File: config.mk
export PLATFORM = sky130hd
export DESIGN_NAME = if_prefetch_flat
export DESIGN_NICKNAME = d
export VERILOG_FILES = /design/src/rtl/if_prefetch_if.sv /design/src/rtl/if_prefetch.sv /design/src/flat_wrapper.sv
export SDC_FILE = /design/constraint.sdc
export NUM_CORES = 1
export LEC_CHECK = 0
export BUFFER_PORTS_ARGS = -buffer_cell sky130_fd_sc_hd__buf_2
export CAP_MARGIN = 10
export CORE_MARGIN = 4
export CORE_UTILIZATION = 49
export CTS_BUF_LIST = sky130_fd_sc_hd__clkbuf_4 sky130_fd_sc_hd__clkbuf_8
export DETAILED_ROUTE_END_ITERATION = 8
export PLACE_DENSITY = 0.69
export SLEW_MARGIN = 20
export SYNTH_ARGS = -nofsm -noshare
export SYNTH_HDL_FRONTEND = slang
export SYNTH_SLANG_ARGS = --single-unit
File: constraint.sdc
create_clock -name clk -period 4.9 [get_ports clk]
set_clock_uncertainty 0.2 [all_clocks]
set_input_delay 0 -clock clk [delete_from_list [all_inputs] [get_ports clk]]
set_output_delay 0 -clock clk [all_outputs]
set_load 0.005 [all_outputs]
File: src/rtl/if_prefetch_if.sv
// Instruction memory request/response bus for the fetch prefetcher.
// master: prefetcher (issues addresses, takes responses); slave: memory.
interface if_prefetch_if #(
    parameter int XLEN = 32
);
    logic            imem_req_valid;
    logic            imem_req_ready;
    logic [XLEN-1:0] imem_addr;
    logic            imem_rsp_valid;
    logic [XLEN-1:0] imem_rsp_data;

    modport master (
        output imem_req_valid,
        output imem_addr,
        input  imem_req_ready,
        input  imem_rsp_valid,
        input  imem_rsp_data
    );

    modport slave (
        input  imem_req_valid,
        input  imem_addr,
        output imem_req_ready,
        output imem_rsp_valid,
        output imem_rsp_data
    );
endinterface

File: src/rtl/if_prefetch.sv
// Fetch-stage prefetcher: credit-limited in-order requests into a FIFO.
// Ports: clk/rst, jump_*_id redirect, imem bus (master), inst_* to ID.
module if_prefetch #(
    parameter int              XLEN     = 32,
    parameter logic [XLEN-1:0] RESET_PC = '0,
    parameter int              DEPTH    = 4
) (
    input  logic            clk,
    input  logic            rst,
    input  logic            jump_flag_id,
    input  logic [XLEN-1:0] jump_address_id,
    if_prefetch_if.master   imem,
    output logic            inst_valid,
    input  logic            inst_ready,
    output logic [XLEN-1:0] inst_data,
    output logic [XLEN-1:0] inst_pc
);
    localparam int AW = $clog2(DEPTH);
    localparam int CW = AW + 1;

    logic [CW-1:0]   occ, outst, drop;
    logic [CW-1:0]   occ_n, outst_n, drop_n;
    logic [AW-1:0]   rd_ptr, wr_ptr;
    logic [XLEN-1:0] fetch_pc, rsp_pc;
    logic [XLEN-1:0] target;
    logic [XLEN-1:0] data_q [DEPTH];
    logic [XLEN-1:0] pc_q   [DEPTH];
    logic [CW:0]     used;
    logic            credit, issue, push, pop, has_drop;

    // Credits count buffered plus in-flight words, so a push can
    // never find the buffer full.
    assign used     = {1'b0, occ} + {1'b0, outst};
    assign credit   = used < (CW + 1)'(DEPTH);
    assign has_drop = drop != '0;
    assign target   = jump_address_id & ~XLEN'(3);

    assign imem.imem_req_valid = ~rst & credit & ~jump_flag_id;
    assign imem.imem_addr      = fetch_pc;

    assign issue = imem.imem_req_valid & imem.imem_req_ready;
    assign push  = imem.imem_rsp_valid & ~has_drop & ~jump_flag_id;
    assign pop   = inst_valid & inst_ready & ~jump_flag_id;

    assign inst_valid = occ != '0;
    assign inst_data  = data_q[rd_ptr];
    assign inst_pc    = pc_q[rd_ptr];

    always_comb begin
        occ_n   = occ + CW'(push) - CW'(pop);
        outst_n = outst + CW'(issue) - CW'(imem.imem_rsp_valid);
        drop_n  = drop - CW'(imem.imem_rsp_valid & has_drop);
        if (jump_flag_id) begin
            occ_n  = '0;
            // outst already includes older drops, so after a redirect
            // every request still in flight is a drop.
            drop_n = outst_n;
        end
    end

    always_ff @(posedge clk or posedge rst) begin
        if (rst) begin
            occ      <= '0;
            outst    <= '0;
            drop     <= '0;
            rd_ptr   <= '0;
            wr_ptr   <= '0;
            fetch_pc <= RESET_PC;
            rsp_pc   <= RESET_PC;
        end else begin
            occ   <= occ_n;
            outst <= outst_n;
            drop  <= drop_n;
            if (jump_flag_id) begin
                fetch_pc <= target;
                rsp_pc   <= target;
                rd_ptr   <= '0;
                wr_ptr   <= '0;
            end else begin
                if (issue) fetch_pc <= fetch_pc + XLEN'(4);
                if (push) begin
                    rsp_pc <= rsp_pc + XLEN'(4);
                    wr_ptr <= wr_ptr + AW'(1);
                end
                if (pop) rd_ptr <= rd_ptr + AW'(1);
            end
        end
    end

    always_ff @(posedge clk) begin
        if (push) begin
            data_q[wr_ptr] <= imem.imem_rsp_data;
            pc_q[wr_ptr]   <= rsp_pc;
        end
    end
endmodule

File: src/flat_wrapper.sv
// flat-port wrapper written by rule: the top's interface ports become plain ports
module if_prefetch_flat 
#(
    parameter int              XLEN     = 32,
    parameter logic [XLEN-1:0] RESET_PC = '0,
    parameter int              DEPTH    = 4
)
  (clk, rst, jump_flag_id, jump_address_id, inst_valid, inst_ready, inst_data, inst_pc, imem_imem_req_valid, imem_imem_addr, imem_imem_req_ready, imem_imem_rsp_valid, imem_imem_rsp_data);
  if_prefetch_if #(.XLEN(XLEN)) imem_i ();
  input  logic clk;
  input  logic rst;
  input  logic jump_flag_id;
  input  logic [XLEN-1:0] jump_address_id;
  output logic inst_valid;
  input  logic inst_ready;
  output logic [XLEN-1:0] inst_data;
  output logic [XLEN-1:0] inst_pc;
  output wire logic [$bits(imem_i.imem_req_valid)-1:0] imem_imem_req_valid;
  output wire logic [$bits(imem_i.imem_addr)-1:0] imem_imem_addr;
  input wire logic [$bits(imem_i.imem_req_ready)-1:0] imem_imem_req_ready;
  input wire logic [$bits(imem_i.imem_rsp_valid)-1:0] imem_imem_rsp_valid;
  input wire logic [$bits(imem_i.imem_rsp_data)-1:0] imem_imem_rsp_data;
  assign imem_imem_req_valid = imem_i.imem_req_valid;
  assign imem_imem_addr = imem_i.imem_addr;
  assign imem_i.imem_req_ready = imem_imem_req_ready;
  assign imem_i.imem_rsp_valid = imem_imem_rsp_valid;
  assign imem_i.imem_rsp_data = imem_imem_rsp_data;
  if_prefetch #(.XLEN(XLEN), .RESET_PC(RESET_PC), .DEPTH(DEPTH)) u_core (.clk(clk), .rst(rst), .jump_flag_id(jump_flag_id), .jump_address_id(jump_address_id), .imem(imem_i), .inst_valid(inst_valid), .inst_ready(inst_ready), .inst_data(inst_data), .inst_pc(inst_pc));
endmodule
==> flow_summary.toml, run 1 <==
[run_status]
status = "finished, final reports clean"

[min_path]
hp-start = "jump_address_id[25]"
worstHoldEndpoint = "u_core.rsp_pc[25]$_DFFE_PP0N_"
hold_path.class = "in -> reg"
hold_depth = 4

[clocking]
clkTransAtPathRegs_ns = 0.07
clk_latency_ns = 0.55
root_buffer = "clkbuf_8"
clock_tree.buffer_depth = 3
cts_tree = "yes"
htree_levels = 2
cts_setup_buffers = 0
numCtsBuffers = 51
cts_sinks = 321

[setup_path]
crit_family = "buffers and inverters"
crit_path_frequent_cell = "nand3_1"
crit_arrival_ns = 3.97
r2r_start = "u_core.occ[1]$_DFF_PP0_"
reg2reg_slack_ns = 1.21
critical_path_class = "reg -> reg"
slowest_delay_ns = 0.88
path_cells = "ha_1 > nand3_1 > nand4_1 > buf_4 > inv_1 > nor2_1 > o21ai_0 > nand3_1 > dlygate4sd3_1"
worst_ep_required_time_ns = 5.18
path_max_fanout = 31
endpoint_kind = "flip-flop"
path_buf_inv = 3
slowest_stage = "nor2_1"
r2r_end = "u_core.imem.imem_addr[8]$_DFFE_PP0P_"
rr_worst_depth = 9
cp-start-kind = "flip-flop"

[detailed_routing]
dr_wl_met3_um = 1850
drt-wirelength-per-cell_um = 18.3
ant_nets = 0
totalWireLength_um = 26800
dr.pass1.iters = 4
wl_met1_um = 12000
routed.top_layer = "met4"
met2WireLength_um = 12600
num_vias = 7915
vias_per_cell = 5.40
drc_errors = 0
drt_first_iter_violations = 469

[floorplan]
rows = 59
io-pin-count = 168
initial_utilization_pct = 50.1
chipHeight_um = 172
chipWidth_um = 172
core-area_sq_um = 26300
dieArea_sq_um = 29600

[timing]
finalCriticalPeriod_ns = 3.69
max_freq_mhz = 271
finalHoldViolCount = 0
worst_slack_ns = 1.21
timing.hold.ws_ns = 0.0441
tightest_slew_ns = 0.983
rsz0062_at_grt = "no"
max_slew_margin_pct = 34.2
post-route-period-util_pct = 75.4
finalSetupViolCount = 0
report.final.slew_viol_count = 0
setup_tns_ns = 0

[placement]
gp_congestion = 0.829
hpwl_um = 15700
placed_cells = 1258
pre_cts_slack_ns = 1.70
port_buffers = 161

[logic_synthesis]
yosys_warnings = 0
synthMuxAreaShare_pct = 11.3
syn-cell-area_sq_um = 13200
synth_top_family_by_area = "multiplexers"
synth_cells = 790
synth_cell_type_count = 50
synthArstFlopShare_pct = 22.7
synth-xor-area-share_pct = 2.73
synthSimpleGateAreaFrac_pct = 8.06
avgSynthCellArea_sq_um = 16.7
synth_seq_cells = 321
ys_seq_area_share_pct = 70.4
synth_enable_flop_cells = 248
synth-adder-area-share_pct = 1.63
synth_top_flop_cell = "edfxtp_1"
synth_compound_area_share_pct = 3.87

[global_routing]
grt_pass1_wl_um = 43300
antenna_found_initial = 0
track_usage_pct = 18.4
grt_pass1_vias = 8135
grt.overflow.total = 0
grt_max_degree = 75

[power]
powerDensity_nw_per_um2 = 418
p_leak_uw = 0.00600
finalPower_uw = 6910
ir_drop_mv = 0.226

[cells_and_area]
nNetsFinal = 1177
area_growth_pct = 25.3
drive_gt1_share_pct = 30.1
diodes = 0
final_cells = 1466
fillers = 1928

[run]
drv_cap = 0
==> cell usage after synthesis, drive strengths merged, types with 5 or more instances <==
cell | instances | area, sq um
a21boi | 5 | 37.5
a31oi | 6 | 37.5
and3 | 14 | 87.6
and4 | 5 | 43.8
buf | 14 | 83.8
clkbuf | 25 | 93.8
dfrtp | 73 | 1830
edfxtp | 248 | 7450
ha | 14 | 175
inv | 22 | 82.6
mux2 | 6 | 67.6
mux4 | 62 | 1400
nand2 | 58 | 218
nand3 | 32 | 165
nand4 | 19 | 140
nor2 | 30 | 113
nor3 | 17 | 100
o211ai | 12 | 90.1
o21ai | 40 | 200
o311ai | 6 | 52.6
or4 | 7 | 52.6
xnor2 | 28 | 245
xor2 | 13 | 114
==> kinds of logic after synthesis <==
| group | count (synthesis) |
|---|---|
| AOI/OAI and AO/OA | 81 |
| xor gates and xnor gates | 41 |
| adders and majority gates | 16 |
| buffers and inverters | 62 |
| DFF | 321 |
| muxes | 70 |
| other | 1 |
| and+or+nand+nor | 198 |
==> layer usage <==
layer | vias to the layer above | global-route usage [%]
met5 | - | 0
met4 | 0 | 4.44
met3 | 36 | 3.91
met2 | 263 | 28.9
met1 | 3932 | 26.7
li1 | 3684 | -
==> through the flow <==
step	cell area (sq um)	utilization [%]
floorplan	13200	-
global placement	14300	54.5
detailed placement	14300	54.5
CTS	16500	62.8
global route	16500	62.8
finish	16500	62.8
==> registers in the layout, summed over array words and instances, names as in the netlist <==
name,cells
u_core.data_q,128
u_core.pc_q,120
u_core.occ,3
u_core.wr_ptr,2
u_core.rd_ptr,2
u_core.drop,3
u_core.outst,3
u_core.rsp_pc,30
u_core.imem.imem_addr,30
==> worst reg2reg max path, cell delays in order, from the launching register on <==
cell and delay (ns):
dfrtp_1 0.44, ha_1 0.30, nand3_1 0.09, nand4_1 0.10, buf_4 0.30, inv_1 0.42
nor2_1 0.89, o21ai_0 0.21, nand3_1 0.13, dlygate4sd3_1 0.56
==> power by group <==
group	switching (uW)	total [uW]	internal, uW
combinational	573	1290	713
clock	998	2280	1280
sequential	219	3350	3130
==> how the worst max path moves through the flow <==
stage | startpoint | end | slack (ns) | depth (start not counted)
6_report | u_core.occ[1]$_DFF_PP0_ | u_core.imem.imem_addr[8]$_DFFE_PP0P_ | 1.21 | 9
5_1_grt | u_core.occ[1]$_DFF_PP0_ | u_core.imem.imem_addr[4]$_DFFE_PP0P_ | 0.92 | 9
4_1_cts | u_core.occ[1]$_DFF_PP0_ | u_core.imem.imem_addr[4]$_DFFE_PP0P_ | 1.25 | 9
3_5_place_dp | u_core.occ[1]$_DFF_PP0_ | u_core.imem.imem_addr[12]$_DFFE_PP0P_ | 1.70 | 8
3_3_place_gp | u_core.occ[1]$_DFF_PP0_ | u_core.imem.imem_addr[12]$_DFFE_PP0P_ | 1.75 | 8
2_1_floorplan | u_core.drop[0]$_DFF_PP0_ | u_core.data_q[0][0]$_DFFE_PP_ | 1.45 | 3
==> final cells by class <==
| class | instances | area [sq um] | share of cell area [%] |
|---|---|---|---|
| Clock buffer | 76 | 940 | 5.69 |
| Clock inverter | 17 | 103 | 0.622 |
| Inverter | 23 | 86.3 | 0.523 |
| Multi-Input combinational cell | 410 | 3660 | 22.2 |
| Sequential cell | 321 | 9280 | 56.2 |
| Tap cell | 335 | 419 | 2.54 |
| Timing Repair Buffer | 284 | 2020 | 12.2 |
==> cell usage in the layout (no fill, tap or decap), drive strengths merged, types with 2 or more instances in the layout <==
master / synthesis / layout
a21boi: 5 / 5
a21oi: 4 / 4
a31oi: 6 / 6
and2: 4 / 4
and3: 14 / 14
and4: 5 / 5
buf: 14 / 169
clkbuf: 25 / 76
clkinv: 1 / 16
conb: 1 / 4
dfrtp: 73 / 73
dlygate4sd3: 0 / 115
edfxtp: 248 / 248
fa: 2 / 2
ha: 14 / 14
inv: 22 / 22
mux2: 6 / 6
mux2i: 2 / 2
mux4: 62 / 62
nand2: 58 / 58
nand2b: 2 / 2
nand3: 32 / 32
nand3b: 2 / 2
nand4: 19 / 19
nor2: 30 / 30
nor3: 17 / 17
nor4: 2 / 2
o211ai: 12 / 12
o21ai: 40 / 40
o311ai: 6 / 6
o31a: 4 / 4
or3: 3 / 3
or4: 7 / 7
xnor2: 28 / 28
xor2: 13 / 13
==> timing repair <==
action                                 in CTS  in global routing
resized for setup                           0                  0
endpoints found under the hold margin     274                  0
hold buffers                              115                  0
Note: power is estimated with default switching activity, not from simulation.
==> inputs of run 2 (changes only) <==
- clock period: 4.9 -> 3.9 ns (I/O delays scaled with it)
==> flow_summary.toml, run 2 (same netlist as run 1, synthesis figures left out) <==
[floorplan]
dieArea_sq_um = 29600
rows = 59
initial_utilization_pct = 50.1
chipHeight_um = 172
io-pin-count = 168
chipWidth_um = 172
core-area_sq_um = 26300

[detailed_routing]
ant_nets = 0
num_vias = 7932
totalWireLength_um = 27500
drc_errors = 0
drt_first_iter_violations = 530
dr.pass1.iters = 5
vias_per_cell = 5.49
drt-wirelength-per-cell_um = 19.0

[run]
drv_cap = 0

[cells_and_area]
layout_common_cells = "edfxtp_1, buf_2, dlygate4sd3_1"
final_common_cell = "edfxtp_1"
largest_reg_flops = 128
top_regs = "u_core.data_q (128), u_core.pc_q (120)"
largest-register = "u_core.data_q"
nNetsFinal = 1163
drive_gt1_share_pct = 30.4
area_growth_pct = 24.2
diodes = 0

[clocking]
numCtsBuffers = 50
cts_resized = 0
cts_sinks = 321
cts_setup_buffers = 0
clk_latency_ns = 0.55
root_buffer = "clkbuf_8"
clock_tree.buffer_depth = 3
cts_tree = "yes"
htree_levels = 2
clkTransAtPathRegs_ns = 0.06

[timing]
rsz0062_at_grt = "no"
post-route-period-util_pct = 80.9
tightest_slew_ns = 1.00
max_freq_mhz = 317
max_slew_margin_pct = 33.0
report.final.slew_viol_count = 0
finalCriticalPeriod_ns = 3.15
finalSetupViolCount = 0
setup_tns_ns = 0
finalHoldViolCount = 0
worst_slack_ns = 0.746

[setup_path]
crit_arrival_ns = 3.44
r2r_start = "u_core.occ[1]$_DFF_PP0_"
path_max_fanout = 23
rr_worst_depth = 9
endpoint_kind = "flip-flop"
startpoint = "u_core.occ[1]$_DFF_PP0_"
cp-start-kind = "flip-flop"
critical_path_class = "reg -> reg"
worst_ep_required_time_ns = 4.18

[global_routing]
grt.overflow.total = 0
grt_pass1_vias = 8107
grt_pass1_wl_um = 43300
track_usage_pct = 18.7
grt_max_degree = 63
antenna_found_initial = 0

[run_status]
status = "finished, final reports clean"

[placement]
gp_congestion = 0.837
pre_cts_slack_ns = 1.24
hpwl_um = 16200
port_buffers = 161

[power]
powerDensity_nw_per_um2 = 527
ir_drop_mv = 0.344
p_leak_uw = 0.00594

[min_path]
hold_depth = 2
hp-start = "imem_imem_rsp_data[29]"
hold_path.class = "in -> reg"
## run 2: power by group
group | leakage (uW) | switching (uW) | total (uW) | internal (uW)
clock network | 0.000536 | 1200 | 2780 | 1580
logic | 0.00228 | 693 | 1590 | 898
registers | 0.00312 | 319 | 4250 | 3930
## run 2: what timing repair did
| action | in CTS | in global routing |
|---|---|---|
| hold buffers | 103 | 0 |
| hold endpoints to repair | 235 | 0 |
| endpoints found under the setup margin | 0 | 0 |
## run 2: cell type report
cell class	instances	area, sq um
fillers	1934	9930
flip-flops and latches	321	9280
multi-input cells	410	3660
repair buffers	271	1910
clock buffers	81	940
well taps	335	419
inverters	23	86.3
clock inverters	5	51.3
## run 2: through the flow
step | hold WS, ns | instances | total power (uW) | utilization [%] | instance area, sq um
final | 0.0220 | 1446 | 8620 | 62.2 | 16400
after global routing | 0.0183 | 1446 | 9070 | 62.2 | 16400
after CTS | 0.000363 | 1446 | 8720 | 62.2 | 16400
after detailed placement | -0.000447 | 1257 | 5840 | 54.5 | 14300
after global placement | 0.00510 | 1257 | 5810 | 54.5 | 14300
after floorplan | -0.101 | 793 | 5220 | - | 13200
## run 2: layer usage
layer	wire [um]	global-route usage, %	vias up
met5	0	0	-
met4	325	4.78	0
met3	1760	3.45	30
met2	13300	30.3	282
met1	12100	26.5	3973
li1	-	-	3647
## run 2: worst paths after layout
path | endpoint | slack [ns]
worst max-delay path | u_core.imem.imem_addr[8]$_DFFE_PP0P_ | 0.75
worst min-delay path | u_core.data_q[2][29]$_DFFE_PP_ | 0.02
worst max register to register | u_core.imem.imem_addr[8]$_DFFE_PP0P_ | 0.75
worst min register to register | u_core.imem.imem_addr[13]$_DFFE_PP0P_ | 0.33
max in group asynchronous | u_core.rsp_pc[30]$_DFFE_PP0N_ | 2.01
min in group asynchronous | u_core.outst[2]$_DFF_PP0_ | 0.51
## run 2: critical path, stage by stage (launching register included)
cell	delay, ns
dfrtp_1	0.44
ha_1	0.30
nand3_1	0.10
nand4_1	0.13
inv_1	0.05
buf_4	0.21
nor2_1	0.78
o21ai_0	0.21
nand3_1	0.12
dlygate4sd3_1	0.55
==> inputs of run 3 (changes only) <==
- ABC_AREA: default -> 1
- clock period: 3.9 -> 3.07 ns (I/O delays scaled with it)
==> flow_summary.toml, run 3 <==
[run_status]
status = "finished, final reports clean"

[placement]
hpwl_um = 20900
port_buffers = 161
gp_congestion = 0.944

[global_routing]
grt.overflow.total = 0
grt_pass1_vias = 10500
grt_pass1_wl_um = 55000
track_usage_pct = 21.8
grt_max_degree = 125
antenna_found_initial = 0

[setup_path]
reg2reg_slack_ns = 0.15
critical_path_class = "reg -> reg"
slowest_stage = "dlygate4sd3_1"
worst_ep_required_time_ns = 3.31
startpoint = "u_core.occ[1]$_DFF_PP0_"
cp-start-kind = "flip-flop"
crit_arrival_ns = 3.16
endpoint_kind = "flip-flop"
slowest_delay_ns = 0.59
endpoint = "u_core.drop[2]$_DFF_PP0_"
path_max_fanout = 9
r2r_start = "u_core.occ[1]$_DFF_PP0_"
rr_worst_depth = 12
path_cells = "ha_1 > nand3_1 > nand2_1 > nor2_4 > nand2_4 > clkinv_2 > dlygate4sd3_1 > ha_1 > fa_1 > xor2_1 > nand2_1 > o21ai_0"
r2r_end = "u_core.drop[2]$_DFF_PP0_"

[timing]
finalCriticalPeriod_ns = 2.92
max_slew_margin_pct = 36.1
finalSetupViolCount = 0
tightest_slew_ns = 0.959
setup_tns_ns = 0
post-route-period-util_pct = 95.1
max_freq_mhz = 342
rsz0062_at_grt = "no"
timing.hold.ws_ns = 0.0297
finalHoldViolCount = 0
report.final.slew_viol_count = 0

[logic_synthesis]
synth.top_cell.area_share_pct = 52.7
avgSynthCellArea_sq_um = 10.4
yosys_warnings = 0
synth_top_family_by_area = "simple AND/OR/NAND/NOR gates"
synth_seq_cells = 321
synth_most_common_cell = "nand2_1"
synth-adder-area-share_pct = 1.52
synth_cell_type_count = 41
synth_top_flop_cell = "edfxtp_1"
synth.area.top_cells = "edfxtp_1, dfrtp_1, nand2_1, nor2_1, o21ai_0"
ys_top_cells_by_count = "nand2_1, edfxtp_1, nor2_1"
synthMuxAreaShare_pct = 0
syn-cell-area_sq_um = 14100
synthSimpleGateAreaFrac_pct = 16.8
synth_compound_area_share_pct = 9.93
ys_seq_area_share_pct = 65.6
synthArstFlopShare_pct = 22.7
synth-xor-area-share_pct = 1.36
synth_cells = 1364
synth_enable_flop_cells = 248
yosysTopAreaCell = "edfxtp_1"

[power]
finalPower_uw = 11700
powerDensity_nw_per_um2 = 669
p_leak_uw = 0.00705
ir_drop_mv = 0.446

[floorplan]
io-pin-count = 168
core-area_sq_um = 28200
chipWidth_um = 178
chipHeight_um = 178
dieArea_sq_um = 31600
initial_utilization_pct = 50.2
rows = 61

[clocking]
numCtsBuffers = 50
root_buffer = "clkbuf_8"
clock_tree.buffer_depth = 3
clk_latency_ns = 0.56
htree_levels = 2
cts_tree = "yes"
cts_sinks = 321
clkTransAtPathRegs_ns = 0.07

[cells_and_area]
layout_common_cells = "nand2_1, edfxtp_1, nor2_1"
diodes = 0
largest-register = "u_core.data_q"
area_growth_pct = 24.1
final_common_cell = "nand2_1"
fillers = 2232
largest_reg_flops = 128
top_regs = "u_core.data_q (128), u_core.pc_q (120)"
final_core_util_pct = 62.3
register_area_sq_um = 9280
multi_input_area_sq_um = 4230
drive_gt1_share_pct = 17.2
nNetsFinal = 1733

[detailed_routing]
totalWireLength_um = 34400
drt-wirelength-per-cell_um = 16.7
drt_first_iter_violations = 854
num_vias = 10800
ant_nets = 0
drc_errors = 0
vias_per_cell = 5.25
dr.pass1.iters = 5

[min_path]
hold_path.class = "in -> reg"
hp-start = "imem_imem_rsp_data[10]"

[run]
drv_cap = 0
## run 3: cell types whose count changed after synthesis, moves of 25 or more
cell,previous run,this run
nand3_1,31,56
o22ai_1,0,62
mux4_2,62,0
inv_1,22,97
nand2_1,58,266
nor2_1,30,236
o21ai_0,27,150
## run 3: what timing repair did
action	4_1_cts	5_1_grt
endpoints found under the setup margin	0	1
gates resized for setup	0	1
hold buffers	107	0
endpoints found under the hold margin	272	0
setup buffers	0	0
## run 3: per-layer routing
metal | vias to the layer above | share of wire, % | global-route usage (%)
met5 | - | 0 | 0
met4 | 0 | 1.8 | 5.96
met3 | 44 | 6.7 | 3.43
met2 | 395 | 48 | 36.3
met1 | 5135 | 44 | 30.0
li1 | 5243 | - | -
## run 3: cell families after synthesis
family | count (synthesis)
and+or+nand+nor | 586
buffers and inverters | 162
xor gates and xnor gates | 22
adders and majority gates | 16
other | 1
DFF | 321
AOI/OAI and AO/OA | 256
## run 3: how the worst min path moves through the flow
stage | cells past startpoint | slack [ns] | end
3_5_place_dp | 1 | 0.02 | u_core.data_q[0][7]$_DFFE_PP_
4_1_cts | 2 | 0.001 | u_core.data_q[3][10]$_DFFE_PP_
5_1_grt | 2 | 0.01 | u_core.data_q[0][10]$_DFFE_PP_
3_3_place_gp | 1 | 0.01 | u_core.data_q[2][22]$_DFFE_PP_
6_report | 2 | 0.03 | u_core.data_q[0][10]$_DFFE_PP_
2_1_floorplan | 0 | -0.10 | u_core.data_q[0][0]$_DFFE_PP_
## run 3: cell type report
cell class	instances	area share (%)
multi-input combinational	884	24.1
clock inverter	16	0.891
tap	378	2.70
clock buffer	73	5.01
timing repair buffer	289	12.2
sequential	321	52.9
inverter	101	2.21
## run 3: worst max-delay path: cells and delay by family (launching register included)
| family | cells | cell delay [ns] |
|---|---|---|
| DFF | 1 | 0.44 |
| buffers and inverters | 2 | 0.67 |
| adders and majority gates | 3 | 0.86 |
| xor gates and xnor gates | 1 | 0.17 |
| and+or+nand+nor | 5 | 0.38 |
| AOI/OAI and AO/OA | 1 | 0.07 |
## run 3: stage by stage
step	cells	setup WS (ns)	cell area (sq um)
after floorplan	1367	-0.230	14200
after global placement	1866	0.729	15400
after detailed placement	1866	0.711	15400
after CTS	2062	0.142	17500
after global routing	2062	0.0183	17500
final	2062	0.150	17500
## run 3: power breakdown
part	leakage, uW	switching, uW	internal (uW)
Combinational	0.00337	1560	1020
Clock	0.000556	1620	2090
Sequential	0.00312	378	5080
Total	0.00705	3560	8190
